File: src/rtl/systolic_feeder.sv
// rtl/systolic_feeder.sv - buffers A/B and feeds them diagonally skewed into the west/north edge of an NxN systolic MAC array
module systolic_feeder #(
    parameter int N      = 2,
    parameter int DATA_W = 8
) (
    input  logic                     clk,
    input  logic                     rst,
    input  logic                     wr_en,
    input  logic                     wr_sel,
    input  logic [2*$clog2(N)-1:0]   wr_addr,
    input  logic [DATA_W-1:0]        wr_data,
    input  logic                     start,
    output logic [N*DATA_W-1:0]      a_out,
    output logic [N*DATA_W-1:0]      b_out,
    output logic                     clear_out,
    output logic                     busy,
    output logic                     done
);

    localparam int CW = $clog2(3*N+1);
    localparam logic [CW-1:0] FEED_LAST  = CW'(2*N);
    localparam logic [CW-1:0] DRAIN_LAST = CW'(3*N+1);

    typedef enum logic [1:0] {IDLE, CLEAR, FEED, DRAIN} state_t;

    state_t              st;
    logic [CW-1:0]       cnt;
    logic [DATA_W-1:0]   a_mem [N*N];
    logic [DATA_W-1:0]   b_mem [N*N];
    logic [N*DATA_W-1:0] a_nxt;
    logic [N*DATA_W-1:0] b_nxt;

    // cnt holds the number of the edge about to occur; feed step k = cnt - 2.
    // A[i][c] and B[c][i] both belong to step k = i + c, so one match covers both edges.
    always_comb begin
        a_nxt = '0;
        b_nxt = '0;
        if (st == FEED) begin
            for (int i = 0; i < N; i++) begin
                for (int c = 0; c < N; c++) begin
                    if (cnt == CW'(i + c + 2)) begin
                        a_nxt[i*DATA_W +: DATA_W] = a_mem[i*N + c];
                        b_nxt[i*DATA_W +: DATA_W] = b_mem[c*N + i];
                    end
                end
            end
        end
    end

    always_ff @(posedge clk or posedge rst) begin
        if (rst) begin
            st        <= IDLE;
            cnt       <= '0;
            a_out     <= '0;
            b_out     <= '0;
            clear_out <= 1'b0;
            busy      <= 1'b0;
            done      <= 1'b0;
            for (int i = 0; i < N*N; i++) begin
                a_mem[i] <= '0;
                b_mem[i] <= '0;
            end
        end else begin
            case (st)
                IDLE: begin
                    done <= 1'b0;
                    if (wr_en) begin
                        if (wr_sel) b_mem[wr_addr] <= wr_data;
                        else        a_mem[wr_addr] <= wr_data;
                    end
                    if (start) begin
                        st   <= CLEAR;
                        cnt  <= CW'(1);
                        busy <= 1'b1;
                    end
                end
                CLEAR: begin
                    clear_out <= 1'b1;
                    st        <= FEED;
                    cnt       <= cnt + 1'b1;
                end
                FEED: begin
                    clear_out <= 1'b0;
                    a_out     <= a_nxt;
                    b_out     <= b_nxt;
                    cnt       <= cnt + 1'b1;
                    if (cnt == FEED_LAST) st <= DRAIN;
                end
                DRAIN: begin
                    a_out <= '0;
                    b_out <= '0;
                    // cnt parks at its last value instead of wrapping
                    if (cnt == DRAIN_LAST) begin
                        st   <= IDLE;
                        busy <= 1'b0;
                        done <= 1'b1;
                    end else begin
                        cnt <= cnt + 1'b1;
                    end
                end
                default: st <= IDLE;
            endcase
        end
    end

endmodule

File: config.mk
export PLATFORM = sky130hd
export DESIGN_NAME = systolic_feeder
export DESIGN_NICKNAME = d
export VERILOG_FILES = /design/src/rtl/systolic_feeder.sv
export SDC_FILE = /design/constraint.sdc
export NUM_CORES = 1
export LEC_CHECK = 0
export BUFFER_PORTS_ARGS = -buffer_cell sky130_fd_sc_hd__buf_4
export CORE_MARGIN = 2
export CORE_UTILIZATION = 60
export CTS_CLUSTER_SIZE = 8
export DETAILED_ROUTE_END_ITERATION = 16
export HOLD_SLACK_MARGIN = 0.03
export PLACE_DENSITY = 0.84
export REMOVE_ABC_BUFFERS = 1
export SYNTH_ARGS = -nofsm -noshare
export SYNTH_HDL_FRONTEND = slang
export SYNTH_SLANG_ARGS = --single-unit
File: constraint.sdc
create_clock -name clk -period 5.8 [get_ports clk]
set_input_delay 1.16 -clock clk [delete_from_list [all_inputs] [get_ports clk]]
set_output_delay 1.16 -clock clk [all_outputs]
set_load 0.01 [all_outputs]
* Word level (Yosys, flattened, before mapping)
Index checks and enable logic that the tools add are counted.
** Cells by class
- Add/subtract/negate cells :: 1
- Order comparisons :: 2
- Eq/ne operators :: 11
- Muxes and demuxes :: 27
- Bitwise gates (word level) :: 2
- Reduce and logical (&&, ||, !) cells :: 12
** Operator list (number)
- $mux 8 :: 9
- $bwmux 32 :: 2
- $pmux 16 s2 :: 2
- $demux 8 s2 :: 1
- $reduce_and 3->1 :: 4
- $pmux 3 s3 :: 1
- $pmux 2 s4 :: 1
- $eq 3x2->1 const B :: 2
- $eq 3x3->1 const B :: 2
- $mux 2 :: 3
- $mux 3 :: 2
- $ne 2x2->1 const B :: 3
- $pmux 1 s2 :: 3
- $reduce_bool 2->1 :: 3
- $eq 2x2->1 const B :: 2
- $reduce_and 2->1 :: 2
- $add 3x1->3 const B :: 1
- $ge 3x3->1 const B :: 1
- $lt 3x1->1 const B :: 1
- $mux 1 :: 3
- $not 2->3 :: 1
- $eq 2x1->1 const B :: 1
- $logic_not 2->1 :: 1
- $ne 2x1->1 const B :: 1
- 3 further kinds :: 3
** Storage, ports and cells
- Register bits after elaboration :: 104
- Bits of input ports :: 15
- Output and inout bits :: 35

* Logic depth before layout (Yosys ltp)
- Depth in word-level cells :: 6
- Depth in mapped cells :: 7
- Depth with buffers taken out :: 5

* Worst setup path after synthesis
Ideal clock, no wire load.
- Kind :: input -> register
- Start :: input wr_addr[1]
- End :: register a_mem[16] in the netlist's numbering
- Arrival time :: 2.036 ns
- Data required time :: 5.675 ns
- Slack :: 3.639 ns
- Stages :: 3
- Buffers on the path :: 0
- Cells stage by stage :: nand2b_1 -> nor2_2 -> mux2_2
** Between the ends
- Word-level cells in the longest chain between the ends :: 6
- Elaborated cells on any way between the ends :: 7
- Those cells by class :: order compare: 2; mux: 3; bitwise: 1; reduce/logical: 1
** Ends and longest elaborated chain
- start, declared :: RTL line 10 : input logic [2*$clog2(N)-1:0] wr_addr,
- $not 2->3 (implied by the code) (*) :: RTL line 69 : else a_mem[wr_addr] <= wr_data;
- $ge 3x3->1 (implied by the code) or $lt 3x1->1 (tied branches) :: RTL line 69
- $logic_and 1x1->1 (implied by the code) :: RTL line 69
- $mux 8 (implied by the code) :: RTL line 69
- $demux 8 s2 (*) :: RTL line 69
- $bwmux 32 (*) :: RTL line 69
- end signal, assigned by index :: RTL line 69
- end, declared :: RTL line 28 : logic [DATA_W-1:0] a_mem [N*N];
Every way passes the cells marked *; elsewhere a longest branch is shown, timed or not.
A chain may end at the register's enable or synchronous reset.

* Worst setup path in the final report
- Start :: register cnt[1]
- End :: register a_out[5]
** Between the ends
- Word-level cells in the longest chain between the ends :: 4
- Elaborated cells on any way between the ends :: 5
- Those cells by class :: eq/ne: 2; mux: 3
** Ends and longest elaborated chain
- start, declared :: RTL line 27 : logic [CW-1:0] cnt;
- start signal, assigned :: RTL line 80 : cnt <= cnt + 1'b1;
- start signal, assigned :: RTL line 86 : cnt <= cnt + 1'b1;
- start signal, assigned :: RTL line 98 : cnt <= cnt + 1'b1;
- $eq 3x2->1 :: RTL line 41 : if (cnt == CW'(i + c + 2)) begin
- $mux 8 :: RTL line 41
- $mux 8 (*) :: RTL line 41
- $pmux 16 s2 (*) :: RTL line 64 : case (st)
- end signal, assigned :: RTL line 84 : a_out <= a_nxt;
- end, declared :: RTL line 13 : output logic [N*DATA_W-1:0] a_out,
Marks and branches as above.

==> metrics list <==
- Run status: finished clean
- For this design the top-level I/O count stands at 50.
* Fraction of power spent switching nets: 0.349
- Once detail routing completed, the nets flagged for antenna violations numbered 0.
- Cell type group with the largest total delay on the critical path: simple AND/OR/NAND/NOR gates
* Sequence of cells on the critical path: ha_1 > ha_1 > nor3b_4 > a22oi_1 > a211oi_1
- Number of buffers on the longest clock path: 2
- Dividing total power by cell area gives a power density of 536 nW/um^2.
- Total iterations of the first detailed-routing run: 4
* CTS clock-pin slew for the worst setup and hold paths: 0.09 ns
- Weighted congestion at the end of routability-driven global placement: roughly 0.82
- Slowest library cell on the worst path: sky130_fd_sc_hd__nor3b_4
* Critical path origin: cnt[1]
* Capturing point of the worst reg2reg path: a_out[5]
- Summed over all failing endpoints, the final setup total negative slack is 0 ns.
* Max-slew violations: 0
- Total cell area at the placement stage: just under 5000 um^2
- Post-layout minimum cycle time: 2.40 ns
- Number of hold-repair buffers added at the cts stage: 0
- The commonest cells after synthesis are 104 x sky130_fd_sc_hd__dfrtp_1, 66 x sky130_fd_sc_hd__mux2_2, 35 x sky130_fd_sc_hd__nor2_1.
- In the synthesized netlist the dominant register cell turns out to be sky130_fd_sc_hd__dfrtp_1.
- Number of warning messages in the yosys log: 0
- The worst setup path is of the reg -> reg kind.
- Endpoint kind of the worst setup timing path: register
* Critical Path End: a_out[5]
* Cell with the most instances after synthesis: sky130_fd_sc_hd__dfrtp_1
- In this run the tool buffered the top-level ports with approximately 50 buffer cells.
* Slew of the pin with the lowest slew margin: roughly 0.8 ns
* TritonCTS Sinks: 104
- The share of the Yosys chip area taken by registers is 0.580.
- Remaining DRCs: 0
* Effective utilization at floorplan: 0.619
- Of the total power, the clock network draws 0.163.
- Power Internal: between 1.5 and 2 mW
- Post-synthesis sequential element count: 104
* Worst EP arrival: 2.68 ns
- Summed over all nets, the half-perimeter wirelength after detailed placement is roughly 6000 um.
* CP bufs+invs: 0
* Nets@finish: between 400 and 500
- Count of inserted antenna diode cells: 0
* H-tree depth: 3
- The floorplan has 31 rows.
- Layout area overhead: 13.9%
- The design draws between 2 and 3 mW.
* Synthesized instance count: around 360
- The root buffer cell chosen for the clock tree is sky130_fd_sc_hd__clkbuf_8.
- Counting the buffers created by CTS gives 9.
- Postcts setup bufs: 0
* Full die area: slightly above 8000 um^2
- The worst register-to-register path has a setup slack of about 3.4 ns.
- Max-cap violations: 0
- With fillers left out, the area of the finished cells amounts to slightly above 5000 um^2.
- The worst pin sits at a relative slew slack of 0.460.
- Setup violations remaining at the end of the flow were counted as 0.
- Counting flops with a built-in enable in the synthesized netlist gives 0.
* Wire length per cell after detailed routing: ~18 um
* Worst min-delay path category: reg -> reg
- IR drop worst, VDD: roughly 270 uV
* Final Routed Wirelength: around 9000 um
* Top cells by area in the synthesized netlist: sky130_fd_sc_hd__dfrtp_1 58%, sky130_fd_sc_hd__mux2_2 17%, sky130_fd_sc_hd__a311oi_1 3.1%
- The number of antenna violations at the first check in global routing came to 0.
* First-pass GRT wire length: around 15000 um
- Chip width: slightly above 90 um
- The netlist uses 32 different library cells.
- The via count of the first global-routing pass was slightly below 3000.
* Final Cycle Share: 0.414
- The total area inside the core boundary comes to roughly 7300 um^2.
- Async set-reset flop share out of synthesis: 1.00
- Entering global routing, the biggest net connects between 60 and 70 pins.
- Static timing analysis puts the maximum clock frequency at about 420 MHz.
- Summed over all nets, the switching power comes to about 0.96 mW.
* Fraction of layout cells with a size suffix above 1: 0.360
* Fraction of power consumed by combinational cells: 0.378
- Most repeated library cell on the critical path: sky130_fd_sc_hd__ha_1
- Setup repair after global routing left no endpoint under its margin.
* Latest clock arrival within the worst-skew pair: around 0.37 ns
* Height of the die: roughly 90 um
- In this run, the number of DRC markers left after iteration 0 of detailed routing was approximately 230.
* Post-Route Utilization: 0.705
* Startpoint types: register
* Critical Path Stages: 5
- Along the worst path, the maximum fanout reaches 17.
- The final route contains slightly below 3000 vias.
* Final Hold Fails: 0
- Of the post-synthesis cell area, the dominant cell type holds 0.580.
- TritonCTS built the clock tree.
- Syn Std Cell Area: approximately 4500 um^2
* Critical path required time: around 6.1 ns
- Worst reg2reg startpoint: cnt[1]
- Of the total power, registers draw 0.459.
* Via density: 5.86
* Global-route total usage across every layer: 0.238
- Summed over all layers, the global routing overflow is 0.
- Static power due to leakage: ~2.3 nW
- Averaged over all synthesized cells, the footprint is between 10 and 15 um^2.
- After clock tree synthesis, the repair step resized 0 gates.
* Area leader, netlist: sky130_fd_sc_hd__dfrtp_1
* Logic depth of the worst register-to-register path: 5
* Delay of the slowest cell on the worst path: slightly above 0.7 ns
- Final clock skew: 0.00769 ns
-- per-stage QoR --
step                      hold WS, ns  setup slack (ns)  cells
after detailed placement        0.493              3.31    486
after global routing            0.528              3.24    502
after CTS                       0.515              3.36    502
after floorplan                 0.479              1.91    335
after global placement          0.487              3.33    486
final                           0.511              3.40    502
-- flip-flops by register name, indices dropped and copies added, names as in the netlist --
signal,count
a_mem,32
b_mem,32
a_out,16
b_out,16
cnt,3
st,2
busy,1
clear_out,1
done,1
-- layout by cell type, fill, tap and decap left out --
master                        n
sky130_fd_sc_hd__nor3b_4      1
sky130_fd_sc_hd__a22oi_1     16
sky130_fd_sc_hd__dfrtp_1    104
sky130_fd_sc_hd__nand3b_1     1
sky130_fd_sc_hd__ha_1         9
sky130_fd_sc_hd__nand2_2      1
sky130_fd_sc_hd__clkinv_4     1
sky130_fd_sc_hd__nand3_2      1
sky130_fd_sc_hd__a21oi_1      4
sky130_fd_sc_hd__and2_1       1
sky130_fd_sc_hd__buf_4       52
sky130_fd_sc_hd__nor2_1      35
sky130_fd_sc_hd__nor3_4       2
sky130_fd_sc_hd__a222oi_1     1
sky130_fd_sc_hd__nand2b_1     3
sky130_fd_sc_hd__clkinv_2     1
sky130_fd_sc_hd__mux2_2      66
sky130_fd_sc_hd__inv_6        1
sky130_fd_sc_hd__clkbuf_8    13
sky130_fd_sc_hd__o2bb2ai_1    1
sky130_fd_sc_hd__inv_1        8
sky130_fd_sc_hd__nor2_2       4
sky130_fd_sc_hd__o21ai_0      2
sky130_fd_sc_hd__nand2_1     19
sky130_fd_sc_hd__mux2i_1      2
sky130_fd_sc_hd__inv_4        1
sky130_fd_sc_hd__nand3_1     17
sky130_fd_sc_hd__or2b_1       1
sky130_fd_sc_hd__o32a_1       1
sky130_fd_sc_hd__nor3b_1      1
sky130_fd_sc_hd__a211oi_1    16
sky130_fd_sc_hd__a311oi_1    16
sky130_fd_sc_hd__ha_2         1
-- power groups by stage --
stage / registers [mW] / logic (mW) / clock network [mW]
floorplan: 1.27 / 0.672 / 0
global placement: 1.25 / 1.00 / 0
detailed placement: 1.27 / 1.04 / 0
CTS: 1.26 / 1.05 / 0.452
global route: 1.30 / 1.14 / 0.480
finish: 1.26 / 1.04 / 0.446
-- metal layers --
metal  track usage  vias up  share of wire
met1         0.328     1504           0.45
met5             0        -              0
met2         0.384       60           0.50
li1              -     1361              -
met3        0.0401       16          0.032
met4        0.0923        0          0.017
-- worst reg2reg max path: stages, from the launching register on --
cell and delay [ns]:
sky130_fd_sc_hd__dfrtp_1 0.41, sky130_fd_sc_hd__ha_1 0.23, sky130_fd_sc_hd__ha_1 0.45, sky130_fd_sc_hd__nor3b_4 0.71, sky130_fd_sc_hd__a22oi_1 0.23, sky130_fd_sc_hd__a211oi_1 0.29
-- area by class of cell --
| cell class | instances | area (um^2) |
|---|---|---|
| inverters | 9 | 36.3 |
| clock inverters | 3 | 22.5 |
| flip-flops and latches | 104 | 2600 |
| fillers | 507 | 2140 |
| clock buffers | 13 | 179 |
| multi-input cells | 222 | 1760 |
| repair buffers | 52 | 390 |
| well taps | 99 | 124 |
-- how the worst min path moves through the flow --
stage / endpoint / start / slack (ns) / depth (start not counted)
3_5_place_dp: a_mem[10] / a_mem[10] / 0.49 / 1
2_1_floorplan: a_mem[10] / a_mem[10] / 0.48 / 1
5_1_grt: a_mem[25] / a_mem[25] / 0.53 / 1
3_3_place_gp: a_mem[28] / a_mem[28] / 0.49 / 1
6_report: a_mem[12] / a_mem[12] / 0.51 / 1
4_1_cts: a_mem[12] / a_mem[12] / 0.52 / 1
-- cells by family after synthesis --
group                    synth area share
buffers and inverters              0.0290
AO/OA/AOI/OAI                      0.0979
multiplexers                        0.170
adder cells (fa/ha/maj)            0.0279
flip-flops                          0.580
AND/OR/NAND/NOR                    0.0953
Note: power is estimated with default switching activity, not from simulation.
